--- src/rtl/char_pkg.sv ---
// Shared character definitions: FSM state codes, winner codes and stun defaults.
// The character FSM and the hit resolver both import this package.
package char_pkg;

    typedef enum logic [3:0] {
        ST_IDLE            = 4'b0000,
        ST_NEUTRAL_STARTUP = 4'b0011,
        ST_NEUTRAL_ACTIVE  = 4'b0100,
        ST_DIR_STARTUP     = 4'b0110,
        ST_DIR_ACTIVE      = 4'b0111
    } char_state_t;

    typedef enum logic [1:0] {
        WIN_NONE = 2'b00,
        WIN_P1   = 2'b01,
        WIN_P2   = 2'b10,
        WIN_DRAW = 2'b11
    } winner_t;

    typedef enum logic {
        G_RUN  = 1'b0,
        G_OVER = 1'b1
    } game_state_t;

    localparam logic [4:0] DEF_HIT_STUN   = 5'd16;
    localparam logic [4:0] DEF_BLOCK_STUN = 5'd8;
    localparam logic [4:0] COUNTER_BONUS  = 5'd4;

    function automatic logic is_startup(input logic [3:0] s);
        return (s == ST_NEUTRAL_STARTUP) || (s == ST_DIR_STARTUP);
    endfunction

    // Stun counts are 5 bits wide, so bonuses clamp at 31 instead of wrapping.
    function automatic logic [4:0] sat_add5(input logic [4:0] a, input logic [4:0] b);
        logic [5:0] sum;
        sum = {1'b0, a} + {1'b0, b};
        return sum[5] ? 5'd31 : sum[4:0];
    endfunction

endpackage

--- src/rtl/hit_resolver_hit_detect.sv ---
// hit_detect: one attacker -> defender direction. Decodes the attacker's active
// state, compares distance against that attack's range and enforces one hit per attack.
module hit_detect
    import char_pkg::*;
#(
    parameter logic [9:0] ATTACK_RANGE = 10'd48,
    parameter logic [9:0] DIR_RANGE    = 10'd64
) (
    input  logic       CLOCK,
    input  logic       RESET_N,
    input  logic       enable,
    input  logic       running,
    input  logic [3:0] state_atk,
    input  logic [9:0] distance,
    output logic       hit
);

    logic active;
    logic in_range;
    logic hit_done;

    assign active   = (state_atk == ST_NEUTRAL_ACTIVE) || (state_atk == ST_DIR_ACTIVE);
    assign in_range = (state_atk == ST_DIR_ACTIVE) ? (distance <= DIR_RANGE)
                                                   : (distance <= ATTACK_RANGE);
    assign hit      = enable && running && active && in_range && !hit_done;

    // hit_done re-arms as soon as the attacker leaves its active state or gameplay pauses.
    // NOTE: sequential state uses non-blocking (<=) so every flop samples pre-edge values.
    always_ff @(posedge CLOCK or negedge RESET_N) begin
        if (!RESET_N) begin
            hit_done <= 1'b0;
        end else if (!enable || !active) begin
            hit_done <= 1'b0;
        end else if (hit) begin
            hit_done <= 1'b1;
        end
    end

endmodule

--- src/rtl/hit_resolver.sv ---
// hit_resolver: resolves P1/P2 hits into stun pulses, health and the RUN/OVER game FSM.
// Optional macro HIT_RESOLVER_COUNTER_HIT_EN adds a stun bonus for counter hits on startup states.
module hit_resolver
    import char_pkg::*;
#(
    parameter logic [9:0] ATTACK_RANGE = 10'd48,
    parameter logic [9:0] DIR_RANGE    = 10'd64,
    parameter logic [4:0] HIT_STUN     = DEF_HIT_STUN,
    parameter logic [4:0] BLOCK_STUN   = DEF_BLOCK_STUN,
    parameter logic [1:0] MAX_HEALTH   = 2'd3
) (
    input  logic       CLOCK,
    input  logic       RESET_N,
    input  logic       ENABLE,
    input  logic [3:0] STATE_P1,
    input  logic [3:0] STATE_P2,
    input  logic [9:0] POS_P1,
    input  logic [9:0] POS_P2,
    input  logic       BLOCK_P1,
    input  logic       BLOCK_P2,
    output logic [4:0] LOAD_FRAME_P1,
    output logic [4:0] LOAD_FRAME_P2,
    output logic [1:0] HEALTH_P1,
    output logic [1:0] HEALTH_P2,
    output logic       GAME_OVER,
    output logic [1:0] WINNER
);

    game_state_t state, state_nxt;
    logic [9:0]  distance;
    logic        running;
    logic        hit_on_p1, hit_on_p2;
    logic        counter_p1, counter_p2;
    logic [4:0]  stun_p1, stun_p2;
    logic [1:0]  health_p1_nxt, health_p2_nxt;

    assign distance = (POS_P1 >= POS_P2) ? (POS_P1 - POS_P2) : (POS_P2 - POS_P1);
    assign running  = (state == G_RUN);

    hit_detect #(.ATTACK_RANGE(ATTACK_RANGE), .DIR_RANGE(DIR_RANGE)) u_detect_p1_on_p2 (
        .CLOCK    (CLOCK),
        .RESET_N  (RESET_N),
        .enable   (ENABLE),
        .running  (running),
        .state_atk(STATE_P1),
        .distance (distance),
        .hit      (hit_on_p2)
    );

    hit_detect #(.ATTACK_RANGE(ATTACK_RANGE), .DIR_RANGE(DIR_RANGE)) u_detect_p2_on_p1 (
        .CLOCK    (CLOCK),
        .RESET_N  (RESET_N),
        .enable   (ENABLE),
        .running  (running),
        .state_atk(STATE_P2),
        .distance (distance),
        .hit      (hit_on_p1)
    );

`ifdef HIT_RESOLVER_COUNTER_HIT_EN
    assign counter_p1 = is_startup(STATE_P1);
    assign counter_p2 = is_startup(STATE_P2);
`else
    assign counter_p1 = 1'b0;
    assign counter_p2 = 1'b0;
`endif

    function automatic logic [4:0] stun_for(input logic blocked, input logic counter);
        if (blocked)
            return BLOCK_STUN;
        if (counter)
            return sat_add5(HIT_STUN, COUNTER_BONUS);
        return HIT_STUN;
    endfunction

    assign stun_p1 = stun_for(BLOCK_P1, counter_p1);
    assign stun_p2 = stun_for(BLOCK_P2, counter_p2);

    // Only unblocked hits cost health; zero is sticky.
    // NOTE: every variable assigned in always_comb gets a default first, so no latch is inferred.
    always_comb begin
        health_p1_nxt = HEALTH_P1;
        health_p2_nxt = HEALTH_P2;
        if (hit_on_p1 && !BLOCK_P1 && (HEALTH_P1 != 2'd0))
            health_p1_nxt = HEALTH_P1 - 2'd1;
        if (hit_on_p2 && !BLOCK_P2 && (HEALTH_P2 != 2'd0))
            health_p2_nxt = HEALTH_P2 - 2'd1;
    end

    // Stun outputs are one-cycle pulses: hit_done blocks a second hit next cycle.
    always_ff @(posedge CLOCK or negedge RESET_N) begin
        if (!RESET_N) begin
            LOAD_FRAME_P1 <= 5'd0;
            LOAD_FRAME_P2 <= 5'd0;
            HEALTH_P1     <= MAX_HEALTH;
            HEALTH_P2     <= MAX_HEALTH;
        end else begin
            LOAD_FRAME_P1 <= hit_on_p1 ? stun_p1 : 5'd0;
            LOAD_FRAME_P2 <= hit_on_p2 ? stun_p2 : 5'd0;
            HEALTH_P1     <= health_p1_nxt;
            HEALTH_P2     <= health_p2_nxt;
        end
    end

    always_ff @(posedge CLOCK or negedge RESET_N) begin
        if (!RESET_N)
            state <= G_RUN;
        else
            state <= state_nxt;
    end

    // Looking at next-cycle health makes OVER coincide with the killing decrement.
    always_comb begin
        state_nxt = state;
        if ((state == G_RUN) && ((health_p1_nxt == 2'd0) || (health_p2_nxt == 2'd0)))
            state_nxt = G_OVER;
    end

    always_comb begin
        GAME_OVER = 1'b0;
        WINNER    = WIN_NONE;
        if (state == G_OVER) begin
            GAME_OVER = 1'b1;
            if ((HEALTH_P1 == 2'd0) && (HEALTH_P2 == 2'd0))
                WINNER = WIN_DRAW;
            else if (HEALTH_P1 == 2'd0)
                WINNER = WIN_P2;
            else
                WINNER = WIN_P1;
        end
    end

endmodule
--- config.mk ---
export PLATFORM = sky130hd
export DESIGN_NAME = hit_resolver
export DESIGN_NICKNAME = d
export VERILOG_FILES = /design/src/rtl/char_pkg.sv /design/src/rtl/hit_resolver_hit_detect.sv /design/src/rtl/hit_resolver.sv
export SDC_FILE = /design/constraint.sdc
export NUM_CORES = 1
export LEC_CHECK = 0
export CAP_MARGIN = 15
export CORE_MARGIN = 2
export CORE_UTILIZATION = 40
export DETAILED_ROUTE_END_ITERATION = 10
export MAX_ROUTING_LAYER = met4
export PLACE_DENSITY = 0.69
export SETUP_SLACK_MARGIN = 0.5
export SKIP_LAST_GASP = 1
export SLEW_MARGIN = 20
export SYNTH_ARGS = -nofsm -noshare
export SYNTH_HDL_FRONTEND = slang
export SYNTH_SLANG_ARGS = --single-unit
--- constraint.sdc ---
create_clock -name CLOCK -period 2.7 [get_ports CLOCK]
set_clock_uncertainty 0.1 [all_clocks]
set_input_delay 0.54 -clock CLOCK [delete_from_list [all_inputs] [get_ports CLOCK]]
set_output_delay 0.54 -clock CLOCK [all_outputs]
set_load 0.02 [all_outputs]
==> results.md, run 1 <==
- In the final routed layout, each cell accounts on average for 15.1 µm.
- The critical path endpoint category is a flip-flop.
- The tightest slew margin relative to the limit is 0.649.
- The max-slew violation total from the final report came to 0.
- The average cell area after synthesis is 8.18 µm².
- The cell area that synthesis handed to floorplanning was 1790 µm².
- The cell type with the highest occurrence count on the critical path is sky130_fd_sc_hd__buf_4.
- Setup repair after global routing could not meet its margin everywhere.
- The vertical die dimension is 70.9 µm.
- Setup violations remaining at the end of the flow were counted as 11.
- STA classifies the critical path startpoint as an input pin.
- Leaving out fill and tap cells, the most frequent cell in the layout is sky130_fd_sc_hd__buf_4.
- The time the final worst path needs with I/O delays and setup is 3140 ps.
- Data on the critical path arrives at its endpoint at 3210 ps.
- At the end of routability-driven placement, the weighted congestion stood at 0.874.
- In this run the deepest clock path goes through 2 buffers.
- The final reports fail on negative setup slack.
- The analysis attributes to cell leakage a power of 1.49 nW.
- For the pin with the worst max-slew slack, the measured transition is 524 ps.
- The largest net degree at the start of global routing is 12.
- The detailed router finished its first iteration with 75 violations.
- The worst setup path is of the input pin to flip-flop kind.
- The detailed router placed 2046 vias in this run.
- The total buffers and inverters traversed by the critical path is 6.
- The startpoint identified for the worst hold timing path is HEALTH_P1[1]$_DFF_PN1_.
- Detailed placement finished with a half-perimeter wire length of 3880 µm.
- The fraction of final layout cells with drive strength greater than 1 is 0.512.
- The final clock period utilization by the worst path is 1.16.
- After clock tree synthesis, the clock-pin slew on the worst setup and hold paths is 50 ps.
- The via count of the first global-routing pass was 1997.
- The maximum net fanout on the critical path is 3.
- The primary flip-flop cell chosen by synthesis mapping is sky130_fd_sc_hd__dfrtp_1.
- The number of fillers in the final layout is 305.
- The synthesis-to-layout area growth is 82.0%.
- The remaining global-route overflow is 0.
- In this run the tool buffered the top-level ports with 43 buffer cells.
- Of the total power, combinational logic draws 0.665.
- The number of buffers inserted during clock tree synthesis is 3.
- Including well taps, the total number of placed cells is 361.
- In this run, post-CTS hold repair placed 0 buffers.
- The first global-routing pass estimated 8860 µm of wire.
- The top cell family by delay on the critical path is buffers and inverters.
- The net count of the finished layout is 387.
- The total wire length after detailed routing is 5750 µm.
- The required time of the critical path is 2770 ps.
- Leaving out fill and tap cells, the most frequent cells in the layout are 62 x sky130_fd_sc_hd__buf_4, 21 x sky130_fd_sc_hd__clkdlybuf4s50_1, 16 x sky130_fd_sc_hd__inv_1.
- The tree is rooted in a sky130_fd_sc_hd__clkbuf_8.
- The maximum frequency from static timing analysis is 318 MHz.
- Power spread over the standard cell area amounts to 304 nW/µm².
- On the worst path, the slowest cell contributes a delay of 340 ps.
- After synthesis, the share of flip-flops with an asynchronous set or reset is 1.00.
- The count of antenna-violating nets left after detailed routing is 0.
- The clock net in this run drives a total of 11 sinks.
- After layout, the worst setup slack is -445 ps.
- The worst-case vdd ir drop is 0.146 mV.
- The floorplan step defined a die boundary enclosing 5030 µm².
- The width of the die is 70.9 µm.
- Across all hold checks on the routed design, the worst slack comes to 416 ps.
- The startpoint of the worst-slack reg-to-reg timing path is HEALTH_P2[0]$_DFF_PN1_.
- CTS built an H-tree with a depth of 1.
- Summed over all nets, the switching power comes to 0.380 mW.
- Summing all flip-flop and latch instances after layout gives 280 µm².
- The global-route usage over all layers is 0.219.
- The type of the worst min-delay path is flip-flop to flip-flop.
- The antenna diode count is 0.
- TritonCTS built the clock tree.
- The initial antenna violation count came to 0.
- In the synthesized netlist, the number of instances is 219.
- In the routed design, unresolved DRC markers number 0.
- The net switching share of the total power is 0.384.
- For this configuration, the core starts out at a cell density of 0.414.
- The total core area is 4320 µm².
- For this run, the register share of the synthesized area comes to 0.156.
- The row count is 24.
- The run finished, with violations left.
- Traced cell by cell, the critical path runs through clkdlybuf4s15_1, buf_4, ha_4, a21o_1, a21oi_4, buf_6, buf_4, buf_4, nand2_2, xnor2_2, a211oi_2, nor4_4, o2111ai_2, buf_4, nor3_4, mux2i_1.
- Using the TritonRoute via totals, the vias-per-cell ratio works out to 5.36.
- The highest-delay cell along the critical path is sky130_fd_sc_hd__nor4_4.
- The clock power share is 0.168.
- The first-pass iteration count of the detailed router is 4.
- During synthesis, Yosys emitted a total of 0 warnings.
- The count of distinct cell types in the synthesized netlist is 59.
- During I/O placement, the number of pins put on the boundary was 50.
- The clock latency of the later-clocked register in the worst-skew pair is 240 ps.
- The area of the multi-input gates is 1790 µm².
- The share of total power dissipated in sequential elements is 0.167.
- Cell internal power was estimated by the tool at 0.610 mW.
- Once layout is complete, the cells apart from fillers number 382.
- The number of flops mapped to enable cells by yosys is 0.
- Across the run, the number of max-cap violations was 0.
- The start point of the critical path is POS_P1[3].
- Counting flops and latches in the post-synthesis netlist gives 11.
- Across all register-to-register paths, the minimum setup slack is 440 ps.
- The hold violation count in the final report came to 0.
final cells by class:
class	instances	share of cell area
repair buffers	116	0.300
multi-input cells	173	0.548
clock buffers	4	0.0138
flip-flops and latches	11	0.0860
well taps	52	0.0200
inverters	26	0.0322
state kept, by name (all words and copies together) (netlist names):
| register | cells |
|---|---|
| HEALTH_P1 | 2 |
| HEALTH_P2 | 2 |
| LOAD_FRAME_P1 | 2 |
| LOAD_FRAME_P2 | 2 |
| state | 1 |
| u_detect_p1_on_p2.hit_done | 1 |
| u_detect_p2_on_p1.hit_done | 1 |
per-layer routing:
layer | vias to the layer above | GRT usage | part of all wire
li1 | 995 | - | -
met1 | 969 | 0.268 | 0.42
met2 | 74 | 0.385 | 0.52
met3 | 8 | 0.0342 | 0.048
met4 | 0 | 0.0356 | 0.012
met5 | - | - | 0
worst register-to-register path: cells and delay by family (launching register included):
kind,cells,cell delay [ps]
compound gates,2,300
buf+inv,1,60
simple gates,2,630
mux,1,300
flops,1,550
fa+ha+maj,1,220
metrics by stage:
stage	TNS, ps	setup WS [ps]	area [µm²]	util	power [mW]
5_1_grt	-4410	-547	3260	0.754	1.04
3_3_place_gp	-10860	-1230	2680	0.621	0.637
6_report	-3540	-445	3260	0.754	0.991
3_5_place_dp	-11510	-1330	2680	0.621	0.644
2_1_floorplan	-2270	-596	1880	-	0.451
4_1_cts	-3980	-537	3060	0.707	0.899
power groups by stage:
stage / registers, mW / clock network (mW) / logic (mW)
final: 0.166 / 0.166 / 0.659
after global routing: 0.165 / 0.178 / 0.702
after CTS: 0.166 / 0.169 / 0.565
after detailed placement: 0.168 / 0 / 0.476
after global placement: 0.168 / 0 / 0.469
after floorplan: 0.168 / 0 / 0.283
Yosys cell counts, drive strengths merged (3+ instances only):
master  instances  share of area
mux2i           5          0.028
nor3            4          0.014
a221oi          3          0.018
o21ai           6          0.017
a31oi           4          0.014
nand2          13          0.027
xnor2           9          0.044
nand4           3          0.019
a21boi          3          0.015
nor2           14          0.029
buf            14          0.057
nor2b           7          0.024
inv            26          0.054
and3            5          0.017
dfrtp           7          0.098
xor2            3          0.015
dfstp           4          0.059
a21oi          16          0.045
a211oi          4          0.017
nand3           8          0.022
ha             21           0.15
and2            3          0.010
kinds of logic (layout without fill, tap and decap cells):
logic type / count (synthesis) / count (layout) / synth area share
and+or+nand+nor: 70 / 70 / 0.221
buffers and inverters: 40 / 146 / 0.111
DFF: 11 / 11 / 0.156
AOI/OAI and AO/OA: 55 / 55 / 0.240
muxes: 7 / 7 / 0.0426
other: 1 / 6 / 0.00209
adders and majority gates: 23 / 23 / 0.169
xor gates and xnor gates: 12 / 12 / 0.0587
path summary, 6_finish.rpt:
check / end / cells past startpoint
max in group asynchronous: HEALTH_P1[1]$_DFF_PN1_ / 1
hold reg to reg: HEALTH_P1[1]$_DFF_PN1_ / 2
setup reg to reg: state$_DFFE_PN0P_ / 7
hold / removal: HEALTH_P1[1]$_DFF_PN1_ / 2
min in group asynchronous: LOAD_FRAME_P2[3]$_DFF_PN0_ / 1
setup / recovery: HEALTH_P1[1]$_DFF_PN1_ / 16
timing repair:
item,in CTS,in global routing
resized for setup,86,57
endpoints found under the setup margin,13,13
pin swaps,35,31
buffers inserted,13,4
gates cloned,0,0
(Power assumes the default switching activity.)
==> inputs of run 2 (changes only) <==
- CAP_MARGIN: 15 -> 10
==> results of run 2 <==
Final layout, timing and power as in run 1 (identical DEF).
==> inputs of run 3 (changes only) <==
- CORE_UTILIZATION: 40 -> 31
- PLACE_DENSITY: 0.69 -> 0.56
- clock period: 2.7 -> 3.9 ns (I/O delays scaled with it)
==> results.md, run 3 (synthesis gave the netlist of run 1 again) <==
- The critical setup path kind is input pin to flip-flop.
- The type of element launching the critical path is an input pin.
- CTS saw 11 sinks.
- Measured on the finished design, the core utilization comes to 0.578.
- CTS placed an instance of sky130_fd_sc_hd__clkbuf_8 at the clock tree root.
- The hold violation count in the final report is 0.
- The filler cells instantiated in the layout total 501.
- In this design, the stage delay of the slowest critical-path cell is 370 ps.
- The initial antenna violation count is 0.
- 0 antenna diodes ended up in the layout.
- The layer flagged by global routing as most heavily used is met2.
- The maximum level of the CTS H-tree is 1.
- The number of violations of the max-capacitance limit is 0.
- Along the worst hold path, the cell count comes to 1.
- The later pin in the worst-skew pair is clocked with a latency of 240 ps.
- Clock-pin slew was measured on the worst setup and hold paths at 50 ps.
- Across the VDD grid, the largest voltage drop is 0.0909 mV.
- The data arrival at the endpoint of the critical path is 3340 ps.
- For met3 alone, demand over resource in global routing was 0.0238.
- Relative to the synthesized area, the layout overhead comes to 78.8%.
- The flow ran to the end, and the final reports show no timing, DRC or antenna violations.
- The most common cell after layout, fill and taps aside is sky130_fd_sc_hd__buf_4.
- TritonCTS built the clock tree.
- Setup repair after global routing could not meet its margin everywhere.
- The final weighted congestion in routability-driven placement is 0.825.
- The number of port buffers is 43.
- The number of cells traversed by the worst register-to-register path is 7.
- Entering global routing, the biggest net connects 12 pins.
- In this run the power density over the cells is 202 nW/µm².
- The final layout contains routed wiring with a total length of 5400 µm.
- For this run, design rule violations remaining after detail routing come to 0.
- The die covers 6400 µm².
- The number of buffers inserted during clock tree synthesis is 3.
- The final hold slack is 403 ps.
- For this run, global-route usage on met2 was measured as 0.310.
- The total setup violations reported at the end of the flow is 0.
- After routing the design area is 3200 µm².
- The total overflow left after global routing is 0.
- The cell type with the highest occurrence count on the critical path is sky130_fd_sc_hd__buf_4.
- The worst setup path is captured at a flip-flop.
- Traced cell by cell, the critical path runs through buf_8, inv_8, ha_4, fa_2, nor2b_4, o21bai_4, a21boi_4, a31oi_2, mux2_4, a2111oi_4, o2111ai_2, buf_4, nor3_4, buf_4, o311ai_2.
- For this configuration, the core starts out at a cell density of 0.323.
- The first global-routing pass estimated 8910 µm of wire.
- The required time of the critical path is 3910 ps.
- Detailed placement finished with a half-perimeter wire length of 4040 µm.
- The time the final worst path needs with I/O delays and setup is 3330 ps.
- The floorplan has 27 rows.
- The cts-stage hold buffer count is 0.
- The library cells used most frequently in the layout, excluding fill and tap cells, are 61 x sky130_fd_sc_hd__buf_4, 23 x sky130_fd_sc_hd__clkdlybuf4s50_1, 15 x sky130_fd_sc_hd__inv_1, 15 x sky130_fd_sc_hd__ha_4, 14 x sky130_fd_sc_hd__clkbuf_2.
- The vertical die dimension is 80.0 µm.
- The maximum frequency from static timing analysis is 300 MHz.
- The logic depth of the worst path, buffers included is 15.
- The core region is 5540 µm².
- The post-route total power is 0.647 mW.
- The count of nets left with antenna violations once routing finished came out at 0.
- The highest-delay cell along the critical path is sky130_fd_sc_hd__fa_2.
- The wire length per cell is 13.6 µm.
- The net count of the finished layout is 382.
- For met1 alone, demand over resource in global routing was 0.218.
- The via count of the first global-routing pass is 1921.
- In this run the tightest slew margin relative to its limit is 0.653.
- The total cell area at the placement stage is 2670 µm².
- The total number of vias is 1960.
- The type of the worst min-delay path is flip-flop to flip-flop.
- The transition time at the pin with the least slew margin is 518 ps.
- Of the available clock period, the critical path in the final layout requires 0.854.
- For this run, the detailed router's first-pass iteration total came to 4.
- Dividing the detail-routed via count by the number of cells gives 4.94.
- The max-slew violation total from the final report was 0.
- The maximum net fanout on the critical path is 4.
- For this design the top-level I/O count stands at 50.
- The longest clock path from root to sink contains 2 buffers.
- Of the cells placed in the final design, the portion with a size suffix greater than 1 is 0.523.
- The floorplan step set the die width to 80.0 µm.
- The initial detailed-routing violation count is 55.
- Across every metal layer, demand over resource in global routing totals 0.177.
- The top cell family by delay on the critical path is compound AO/OA/AOI/OAI gates.
- The static leakage is 1.42 nW.
- Counting both buffers and inverters, the worst setup path holds a total of 4.
==> run 3: area by class of cell <==
type                    count  area, µm²  area share
inverters                  26        108      0.0336
clock buffers               4       45.0      0.0141
multi-input cells         173       1780       0.554
well taps                  72       90.1      0.0281
repair buffers            111        905       0.282
flip-flops and latches     11        280      0.0875
==> run 3: what timing repair did <==
item,4_1_cts,5_1_grt
resized for setup,103,53
setup endpoints to repair,11,8
setup buffers,13,4
pin swaps,28,27
==> run 3: per-stage QoR <==
stage / setup TNS, ps / cells / setup WS [ps]
after global routing: 0 / 397 / 427
final: 0 / 397 / 568
after floorplan: 0 / 224 / 364
after CTS: 0 / 393 / 486
after global placement: -912 / 376 / -324
after detailed placement: -1240 / 376 / -393
==> run 3: path summary, 6_finish.rpt <==
check                                                         endpoint  slack, ps                                   start
worst max-delay path                                 state$_DFFE_PN0P_        570                               POS_P1[0]
min in group asynchronous                   LOAD_FRAME_P1[3]$_DFF_PN0_        790                                 RESET_N
worst min-delay path            u_detect_p2_on_p1.hit_done$_DFFE_PN0P_        400  u_detect_p2_on_p1.hit_done$_DFFE_PN0P_
worst min register to register  u_detect_p2_on_p1.hit_done$_DFFE_PN0P_        400  u_detect_p2_on_p1.hit_done$_DFFE_PN0P_
worst max register to register                       state$_DFFE_PN0P_       1700                  HEALTH_P2[0]$_DFF_PN1_
max in group asynchronous                       HEALTH_P2[1]$_DFF_PN1_       2540                                 RESET_N
==> run 3: routing by layer <==
layer / up-vias / wire, µm
met5: - / 0
met1: 937 / 2410
li1: 981 / -
met3: 6 / 193
met4: 0 / 59
met2: 36 / 2740
==> run 3: where the power goes <==
| group | switching (mW) | internal, mW |
|---|---|---|
| clock network | 0.0404 | 0.0716 |
| registers | 0.0000574 | 0.115 |
| logic | 0.201 | 0.219 |
